[src/rtl/muldiv_seq_pkg.sv]
// Shared definitions for the iterative RV32M multiply/divide sequencer.
package muldiv_seq_pkg;

  // Last alucode of the base ALU set; M codes are numbered after it.
  localparam logic [5:0] ALU_ADD       = 6'd0;
  localparam logic [5:0] ALU_BASE_LAST = 6'd17;

  localparam logic [5:0] ALU_MUL    = ALU_BASE_LAST + 6'd1;
  localparam logic [5:0] ALU_MULH   = ALU_BASE_LAST + 6'd2;
  localparam logic [5:0] ALU_MULHSU = ALU_BASE_LAST + 6'd3;
  localparam logic [5:0] ALU_MULHU  = ALU_BASE_LAST + 6'd4;
  localparam logic [5:0] ALU_DIV    = ALU_BASE_LAST + 6'd5;
  localparam logic [5:0] ALU_DIVU   = ALU_BASE_LAST + 6'd6;
  localparam logic [5:0] ALU_REM    = ALU_BASE_LAST + 6'd7;
  localparam logic [5:0] ALU_REMU   = ALU_BASE_LAST + 6'd8;

  typedef enum logic [2:0] {IDLE, PREP, CALC, FIX, DONE} state_e;

  // True for any alucode that belongs to this unit.
  function automatic logic is_muldiv(input logic [5:0] code);
    return (code >= ALU_MUL) && (code <= ALU_REMU);
  endfunction

endpackage

[src/rtl/muldiv_seq_step.sv]
// One radix-2 iteration over a shared adder/subtractor.
// Multiply: acc = {partial_hi, multiplier}; add operand when lsb set, shift right.
// Divide:   acc = {remainder, dividend/quotient}; shift left, trial-subtract operand.
module muldiv_step #(
  parameter int XLEN = 32
) (
  input  logic [2*XLEN-1:0] acc_i,
  input  logic [XLEN-1:0]   opnd_i,
  input  logic              is_div_i,
  output logic [2*XLEN-1:0] acc_o
);

  logic [XLEN:0] add_a, add_b, sum;
  logic          sub;

  // Shared 33-bit add/sub; divide uses the carry-out bit as the borrow flag.
  always_comb begin
    sub   = is_div_i;
    add_a = is_div_i ? acc_i[2*XLEN-1:XLEN-1] : {1'b0, acc_i[2*XLEN-1:XLEN]};
    add_b = (is_div_i || acc_i[0]) ? {1'b0, opnd_i} : '0;
    sum   = add_a + (add_b ^ {(XLEN+1){sub}}) + {{XLEN{1'b0}}, sub};
    if (!is_div_i)
      acc_o = {sum, acc_i[XLEN-1:1]};
    else if (!sum[XLEN])
      acc_o = {sum[XLEN-1:0], acc_i[XLEN-2:0], 1'b1};
    else
      acc_o = {acc_i[2*XLEN-2:0], 1'b0};
  end

endmodule

[src/rtl/muldiv_seq.sv]
// Iterative RV32M sequencer: PREP (signs, specials) -> 32x CALC -> FIX (sign, select) -> DONE.
module muldiv_seq
  import muldiv_seq_pkg::*;
#(
  parameter int XLEN = 32,
  parameter int ITER = 32
) (
  input  logic            clk,
  input  logic            rst_n,
  input  logic            start,
  input  logic [5:0]      alucode,
  input  logic [XLEN-1:0] op1,
  input  logic [XLEN-1:0] op2,
  input  logic            flush,
  output logic            busy,
  output logic            done,
  output logic [XLEN-1:0] result
);

  localparam int CW = $clog2(ITER);

  state_e            state_q, state_d;
  logic [CW-1:0]     cnt_q, cnt_d;
  logic [5:0]        code_q, code_d;
  logic [XLEN-1:0]   a_q, a_d, b_q, b_d;
  logic [2*XLEN-1:0] acc_q, acc_d, acc_step;
  logic              neg_q, neg_d;
  logic [XLEN-1:0]   res_q, res_d, result_q, result_d;
  logic              done_q, done_d;

  logic              is_div, is_rem, sgn1, sgn2, s1, s2, div0, ovf;
  logic [XLEN-1:0]   mag1, mag2, quo, rem;
  logic [2*XLEN-1:0] prod;

  muldiv_step #(.XLEN(XLEN)) u_step (
    .acc_i    (acc_q),
    .opnd_i   (b_q),
    .is_div_i (is_div),
    .acc_o    (acc_step)
  );

  // Operation decode and sign/magnitude prep from the captured operands.
  always_comb begin
    is_div = code_q >= ALU_DIV;
    is_rem = (code_q == ALU_REM) || (code_q == ALU_REMU);
    sgn1   = (code_q == ALU_MULH) || (code_q == ALU_MULHSU) ||
             (code_q == ALU_DIV)  || (code_q == ALU_REM);
    sgn2   = (code_q == ALU_MULH) || (code_q == ALU_DIV) || (code_q == ALU_REM);
    s1     = sgn1 && a_q[XLEN-1];
    s2     = sgn2 && b_q[XLEN-1];
    mag1   = s1 ? -a_q : a_q;
    mag2   = s2 ? -b_q : b_q;
    div0   = is_div && (b_q == '0);
    ovf    = (code_q == ALU_DIV || code_q == ALU_REM) &&
             (a_q == {1'b1, {(XLEN-1){1'b0}}}) && (b_q == '1);
    prod   = neg_q ? -acc_q : acc_q;
    quo    = neg_q ? -acc_q[XLEN-1:0] : acc_q[XLEN-1:0];
    rem    = neg_q ? -acc_q[2*XLEN-1:XLEN] : acc_q[2*XLEN-1:XLEN];
  end

  // Next-state logic; flush overrides everything outside IDLE.
  always_comb begin
    state_d  = state_q;
    cnt_d    = cnt_q;
    code_d   = code_q;
    a_d      = a_q;
    b_d      = b_q;
    acc_d    = acc_q;
    neg_d    = neg_q;
    res_d    = res_q;
    result_d = result_q;
    done_d   = 1'b0;
    case (state_q)
      IDLE: if (start && is_muldiv(alucode) && !flush) begin
        state_d = PREP;
        code_d  = alucode;
        a_d     = op1;
        b_d     = op2;
      end
      PREP: begin
        cnt_d = '0;
        if (div0) begin
          res_d   = is_rem ? a_q : '1;
          state_d = DONE;
        end else if (ovf) begin
          res_d   = is_rem ? '0 : a_q;
          state_d = DONE;
        end else begin
          acc_d   = {{XLEN{1'b0}}, mag1};
          b_d     = mag2;
          neg_d   = is_rem ? s1 : (s1 ^ s2);
          state_d = CALC;
        end
      end
      CALC: begin
        acc_d = acc_step;
        cnt_d = cnt_q + 1'b1;
        if (cnt_q == CW'(ITER-1)) state_d = FIX;
      end
      FIX: begin
        if (code_q == ALU_MUL)     res_d = prod[XLEN-1:0];
        else if (!is_div)          res_d = prod[2*XLEN-1:XLEN];
        else if (is_rem)           res_d = rem;
        else                       res_d = quo;
        state_d = DONE;
      end
      DONE: begin
        result_d = res_q;
        done_d   = 1'b1;
        state_d  = IDLE;
      end
      default: state_d = IDLE;
    endcase
    if (flush && state_q != IDLE) begin
      state_d  = IDLE;
      done_d   = 1'b0;
      result_d = result_q;
    end
  end

  // State and datapath registers.
  always_ff @(posedge clk or negedge rst_n) begin
    if (!rst_n) begin
      state_q  <= IDLE;
      cnt_q    <= '0;
      code_q   <= '0;
      a_q      <= '0;
      b_q      <= '0;
      acc_q    <= '0;
      neg_q    <= 1'b0;
      res_q    <= '0;
      result_q <= '0;
      done_q   <= 1'b0;
    end else begin
      state_q  <= state_d;
      cnt_q    <= cnt_d;
      code_q   <= code_d;
      a_q      <= a_d;
      b_q      <= b_d;
      acc_q    <= acc_d;
      neg_q    <= neg_d;
      res_q    <= res_d;
      result_q <= result_d;
      done_q   <= done_d;
    end
  end

  assign busy   = (state_q != IDLE);
  assign done   = done_q;
  assign result = result_q;

endmodule

[config.mk]
export PLATFORM = sky130hd
export DESIGN_NAME = muldiv_seq
export DESIGN_NICKNAME = d
export VERILOG_FILES = /design/src/rtl/muldiv_seq_pkg.sv /design/src/rtl/muldiv_seq_step.sv /design/src/rtl/muldiv_seq.sv
export SDC_FILE = /design/constraint.sdc
export NUM_CORES = 1
export LEC_CHECK = 0
export ABC_AREA = 1
export CAP_MARGIN = 20
export CELL_PAD_IN_SITES_DETAIL_PLACEMENT = 1
export CELL_PAD_IN_SITES_GLOBAL_PLACEMENT = 1
export CORE_MARGIN = 2
export CORE_UTILIZATION = 47
export CTS_CLUSTER_SIZE = 25
export DETAILED_ROUTE_END_ITERATION = 6
export GPL_TIMING_DRIVEN = 1
export HOLD_SLACK_MARGIN = 0.03
export PLACE_DENSITY_LB_ADDON = 0.3
export SLEW_MARGIN = 20
export SYNTH_ARGS = -nofsm -noshare
export SYNTH_HDL_FRONTEND = slang
export SYNTH_SLANG_ARGS = --single-unit
[constraint.sdc]
create_clock -name clk -period 6.1 [get_ports clk]
set_clock_uncertainty 0.2 [all_clocks]
set_input_delay 0.915 -clock clk [delete_from_list [all_inputs] [get_ports clk]]
set_output_delay 0.915 -clock clk [all_outputs]
set_load 0.05 [all_outputs]
# Word level (Yosys, flattened, before mapping)
# Index checks and enable logic that the tools add are counted.
# W data, S select, Z words.
[classes]
addsub = 8
n_lt_le_gt_ge = 3
n_eq_ne = 20
mux = 34
n_bitwise = 5
reduce_logical = 31
[op_table]
columns = ["op", "count"]
rows = [
  ["$mux W32", 15],
  ["$mux W64", 5],
  ["$neg A32 Y32", 4],
  ["$pmux W32 S2", 2],
  ["$pmux W64 S2", 1],
  ["$eq A32 B32 Y1 const B", 2],
  ["$neg A64 Y64", 1],
  ["$eq A6 B5 Y1 const B", 6],
  ["$add A33 B1 Y33", 1],
  ["$add A33 B33 Y33", 1],
  ["$mux W33", 1],
  ["$xor A33 B33 Y33", 1],
  ["$logic_not A32 Y1", 1],
  ["$mux W3", 5],
  ["$ge A6 B5 Y1 const B", 2],
  ["$pmux W3 S4", 1],
  ["$pmux W5 S2", 1],
  ["$logic_and A1 B1 Y1", 9],
  ["$ne A3 B3 Y1 const B", 3],
  ["$logic_or A1 B1 Y1", 8],
  ["$ne A2 B2 Y1 const B", 4],
  ["$reduce_and A2 Y1", 4],
  ["$eq A3 B2 Y1 const B", 2],
  ["$le A6 B5 Y1 const B", 1],
  ["other kinds (13)", 20],
]
[word_totals]
register_bits = 208
in_bits = 74
output_inout_bits = 34
wordCells = 111

# Logic depth before layout (Yosys ltp)
[logic_depth]
word_depth = 9
mapped_depth = 27
mapped_depth_nobuf = 25

# Modules after synthesis
# A second synthesis with hierarchy kept.
[hier_totals]
hier_cells = 3282
area_unflattened_um2 = 19257.2
[modules_own_cells]
columns = ["mod", "instances", "cells_per_inst", "area_each_um2", "seq_area_each_um2"]
rows = [
  ["muldiv_seq", 1, 2369, 15023.2, 5205.0],
  ["muldiv_step", 1, 913, 4234.1, 0.0],
]

# Worst setup path before layout
# Ideal clock, no wire load.
[synth_path]
path_type = "flip-flop to flip-flop"
startpoint = "reg code_q[3]"
endpoint = "reg acc_q[57]"
setup_time_ns = 0.116
arrival_time_ns = 3.506
required_time_ns = 5.784
slack_ns = 2.277
path_stages_with_launch = 23
n_path_buf = 5
synth_period_minus_slack_ns = 3.823
path_cell_list = "dfrtp_1 a21oi_1 nand2_2 inv_2 buf_2 buf_1 buf_1 a21oi_1 fa_1 nand2_1 a21oi_2 a21oi_2 o21ai_2 nand3_1 nand2_1 nand2_1 nand2_2 buf_4 buf_4 a21oi_1 nand2_1 nand2_1 nand2_1"
[synth_between]
elab_chain_cells = 9
elab_cells_between_ends = 19
classes_between = "add/sub (2); order compare (1); eq/ne (4); mux (5); bitwise (1); reduce/logical (6)"
[synth_lines]
columns = ["item", "line_no", "rtl"]
rows = [
  ["start: declaration", "muldiv_seq.sv:24", "logic [5:0] code_q, code_d;"],
  ["start signal: assignment", "muldiv_seq.sv:137", "code_q <= code_d;"],
  ["$ge A6 B5 Y1", "muldiv_seq.sv:44", "is_div = code_q >= ALU_DIV;"],
  ["$logic_or A1 B1 Y1", "muldiv_seq_step.sv:20", "add_b = (is_div_i || acc_i[0]) ? {1'b0, opnd_i} : '0;"],
  ["$mux W32", "muldiv_seq_step.sv:20", ""],
  ["$xor A33 B33 Y33", "muldiv_seq_step.sv:21", "sum = add_a + (add_b ^ {(XLEN+1){sub}}) + {{XLEN{1'b0}}, sub};"],
  ["$add A33 B33 Y33", "muldiv_seq_step.sv:21", ""],
  ["$add A33 B1 Y33", "muldiv_seq_step.sv:21", ""],
  ["$mux W64", "muldiv_seq_step.sv:24", "else if (!sum[XLEN])"],
  ["$mux W64", "muldiv_seq_step.sv:22", "if (!is_div_i)"],
  ["$pmux W64 S2", "muldiv_seq.sv:73", "case (state_q)"],
  ["end signal: assignment", "muldiv_seq.sv:129", "acc_q <= '0;"],
  ["end signal: assignment", "muldiv_seq.sv:140", "acc_q <= acc_d;"],
  ["end: declaration", "muldiv_seq.sv:26", "logic [2*XLEN-1:0] acc_q, acc_d, acc_step;"],
]
# Several ways; a longest one is shown, not always the timed one.
# A chain may end at the register's enable or synchronous reset.

# Final worst setup path
[layout_path]
startpoint = "reg code_q[3]"
endpoint = "reg acc_q[33]"
# Same word-level chain as after synthesis.

==> results.txt <==
Syn Inst Count: 2803
Synth top area share: 0.294
DR iter-0 viols: 1814
Minimum clock period: 4.93 ns
Average cell area after synthesis: 6.32 um2
First-pass GRT wire length: 115 mm
Seq cells post-synth: 208
Net Count, Synth: 2916
Core Region: 37400 um2
Relative slew slack: 0.275
Crit. End Element: flop
Main area contributors after synthesis: dfrtp_1, nand2_1, o21ai_0
Initial antenna violation count: 1
RR Startpoint: code_q[3]
Post-DR vias/cell: 6.01
IO buf count: 107
# clock sinks: 208
Ys Warns: 0
Critical Path Start Type: flop
Critical Path Start: code_q[3]
Post-route cell area: 19800 um2
Final Setup Violations: 0
Commonest non-fill, non-tap cell in the layout: nand2_1
Area occupied by multi-input gates: 10800 um2
Adder-Cell Fraction of Synth Area: 0.0280
Largest net degree at the start of global routing: 144
Initial Util: 0.474
Gp weighted congestion: 0.995
Sequential share of the synthesized area: 0.294
Die Ht: 198 um
Htree depth: 1
Io pins: 108
Top_reg_cell synth: dfrtp_1
Row count: 71
Post-synthesis mux area share: 0
Worst endpoint required time: 6.30 ns
Endpoints failing hold: 0
Critical path arrival: 5.13 ns
TritonCTS Buffers: 26
Clock transition at path regs: 0.06 ns
Simple-gate share of the synthesized area: 0.316
Util after Layout: 0.529
Routed wire length: 73.5 mm
Hold_buf cts: 0
Post-synth ARST share: 1.00
WS Path Type: reg2reg
Xor and xnor area share after synthesis: 0.0420
PnR worst setup slack: 1.17 ns
Die width: 198 um
DR pass1 iterations: 5
Final HPWL DP: 55.3 mm
Post-CTS sizing: 0
Routed vias: 20031
Area Overhead vs Synth: 11.7%
Post-synth EDFFs: 0
Diodes inserted: 0
Skew-Pair Late Insertion Delay: 0.57 ns
Share of post-route cells with drive strength above 1: 0.0485
Synth unique cells: 56
Cell Area, Placed: 18900 um2
Run status: complete, no violations
CTS tree: built
Worst Tran Pin Value: 1.09 ns
Final worst-path cycle share: 0.808
Synthesized cell area: 17700 um2
Flip-flop and latch area: 5210 um2
Final Max Slew Viols: 0
Number of global-route vias before repair: 20382
Achievable clock frequency: 203 MHz
Largest family of logic cells by synthesized area: simple AND/OR/NAND/NOR gates
Wire per inst: 22.1 um
Max Root-Sink Buffers: 3
RSZ-0062 raised after global routing: no
Compound-Gate Fraction of Synth Area: 0.222
Global Route Usage Sum: 0.376
Pre-CTS setup slack: 1.28 ns
Die Area: 39300 um2
Setup TNS: 0 ns
Worst min path class: in2async
Post-CTS setup repair buffer count: 0
Post-DRT Antenna Nets: 0
CP max FO: 102
Number of max-cap violations: 0
Yosys top cell by area: dfrtp_1
Grt ovf: 0
Clk root buf: clkbuf_16
Nets@finish: 2919
Fillers: 5083
Most frequent cells in the layout: nand2_1, o21ai_0, nor2_1, inv_1, dfrtp_1
# DRC: 0
==> final cells by class <==
| class | instances | area share |
|---|---|---|
| Multi-Input combinational cell | 2166 | 0.545 |
| Clock inverter | 2 | 0.00177 |
| Sequential cell | 208 | 0.263 |
| Tap cell | 511 | 0.0323 |
| Clock buffer | 43 | 0.0422 |
| Inverter | 277 | 0.0526 |
| Timing Repair Buffer | 127 | 0.0631 |
==> metrics by stage <==
step | hold WS (ns) | std cells
5_1_grt | 0.241 | 3334
2_1_floorplan | 0.249 | 2803
6_report | 0.201 | 3334
3_5_place_dp | 0.259 | 3289
3_3_place_gp | 0.253 | 3289
4_1_cts | 0.220 | 3334
==> Yosys cell counts, types with 5 or more instances <==
cell type	instances
buf_4	7
o211ai_1	55
xor2_1	72
xnor2_1	13
o21ai_1	65
nor2_4	5
nor2_2	9
o21bai_1	9
nand3_1	162
a31oi_1	47
o22ai_1	13
nand2_1	741
nand4_1	32
buf_2	21
ha_1	38
buf_6	12
a21oi_1	184
dfrtp_1	208
nand3_2	7
nor2_1	291
inv_2	16
nor3_1	43
clkbuf_1	99
buf_1	13
nand2_2	12
o21ai_0	304
nor4_1	11
inv_1	256
==> state kept, by name (all words and copies together) (netlist names) <==
| signal | flops |
|---|---|
| res_q | 32 |
| a_q | 32 |
| code_q | 6 |
| cnt_q | 5 |
| b_q | 32 |
| done | 1 |
| neg_q | 1 |
| acc_q | 64 |
| state_q | 3 |
| result | 32 |
==> worst paths after layout <==
kind                              to  slack [ns]  cells after the start
setup / recovery           acc_q[33]        1.17                     22
hold / removal               b_q[27]        0.20                      1
setup reg to reg           acc_q[33]        1.17                     22
hold reg to reg            result[6]        0.27                      2
max in group asynchronous      neg_q        4.20                      2
min in group clk           result[6]        0.27                      2
==> per-layer routing <==
metal / wire [um] / track usage / vias to the layer above / share of wire
li1: - / - / 9301 / -
met1: 31900 / 0.506 / 9813 / 0.43
met2: 33000 / 0.596 / 731 / 0.45
met3: 5830 / 0.0775 / 184 / 0.079
met4: 2760 / 0.137 / 2 / 0.038
met5: 13 / 0 / - / 0.00018
==> kinds of logic (layout without fill, tap and decap cells) <==
logic type | count (synthesis) | in the layout
AO/OA/AOI/OAI | 713 | 713
flip-flops | 208 | 208
AND/OR/NAND/NOR | 1329 | 1329
buffers and inverters | 429 | 449
XOR/XNOR | 85 | 85
adder cells (fa/ha/maj) | 39 | 39
==> critical path, cell delays in order, from the launching register on <==
cell and delay [ns]:
dfrtp_1 0.42, nor2_1 0.20, nand3_2 0.17, nand2_4 0.10
buf_4 0.80, nand2_1 0.13, nand2_1 0.16, nand2_1 0.11
nand2_1 0.12, inv_1 0.07, fa_1 0.39, nand2_1 0.12
a21oi_2 0.09, a21oi_2 0.24, o21ai_2 0.12, nand3_1 0.10
nand2_1 0.05, nand2_1 0.07, nand2_2 0.16, nor2_4 0.48
o21ai_0 0.20, o211ai_1 0.12, o21ai_0 0.11
Power is not shown: default switching activity piles up to over one toggle a cycle in this logic, so the estimate is an artifact.
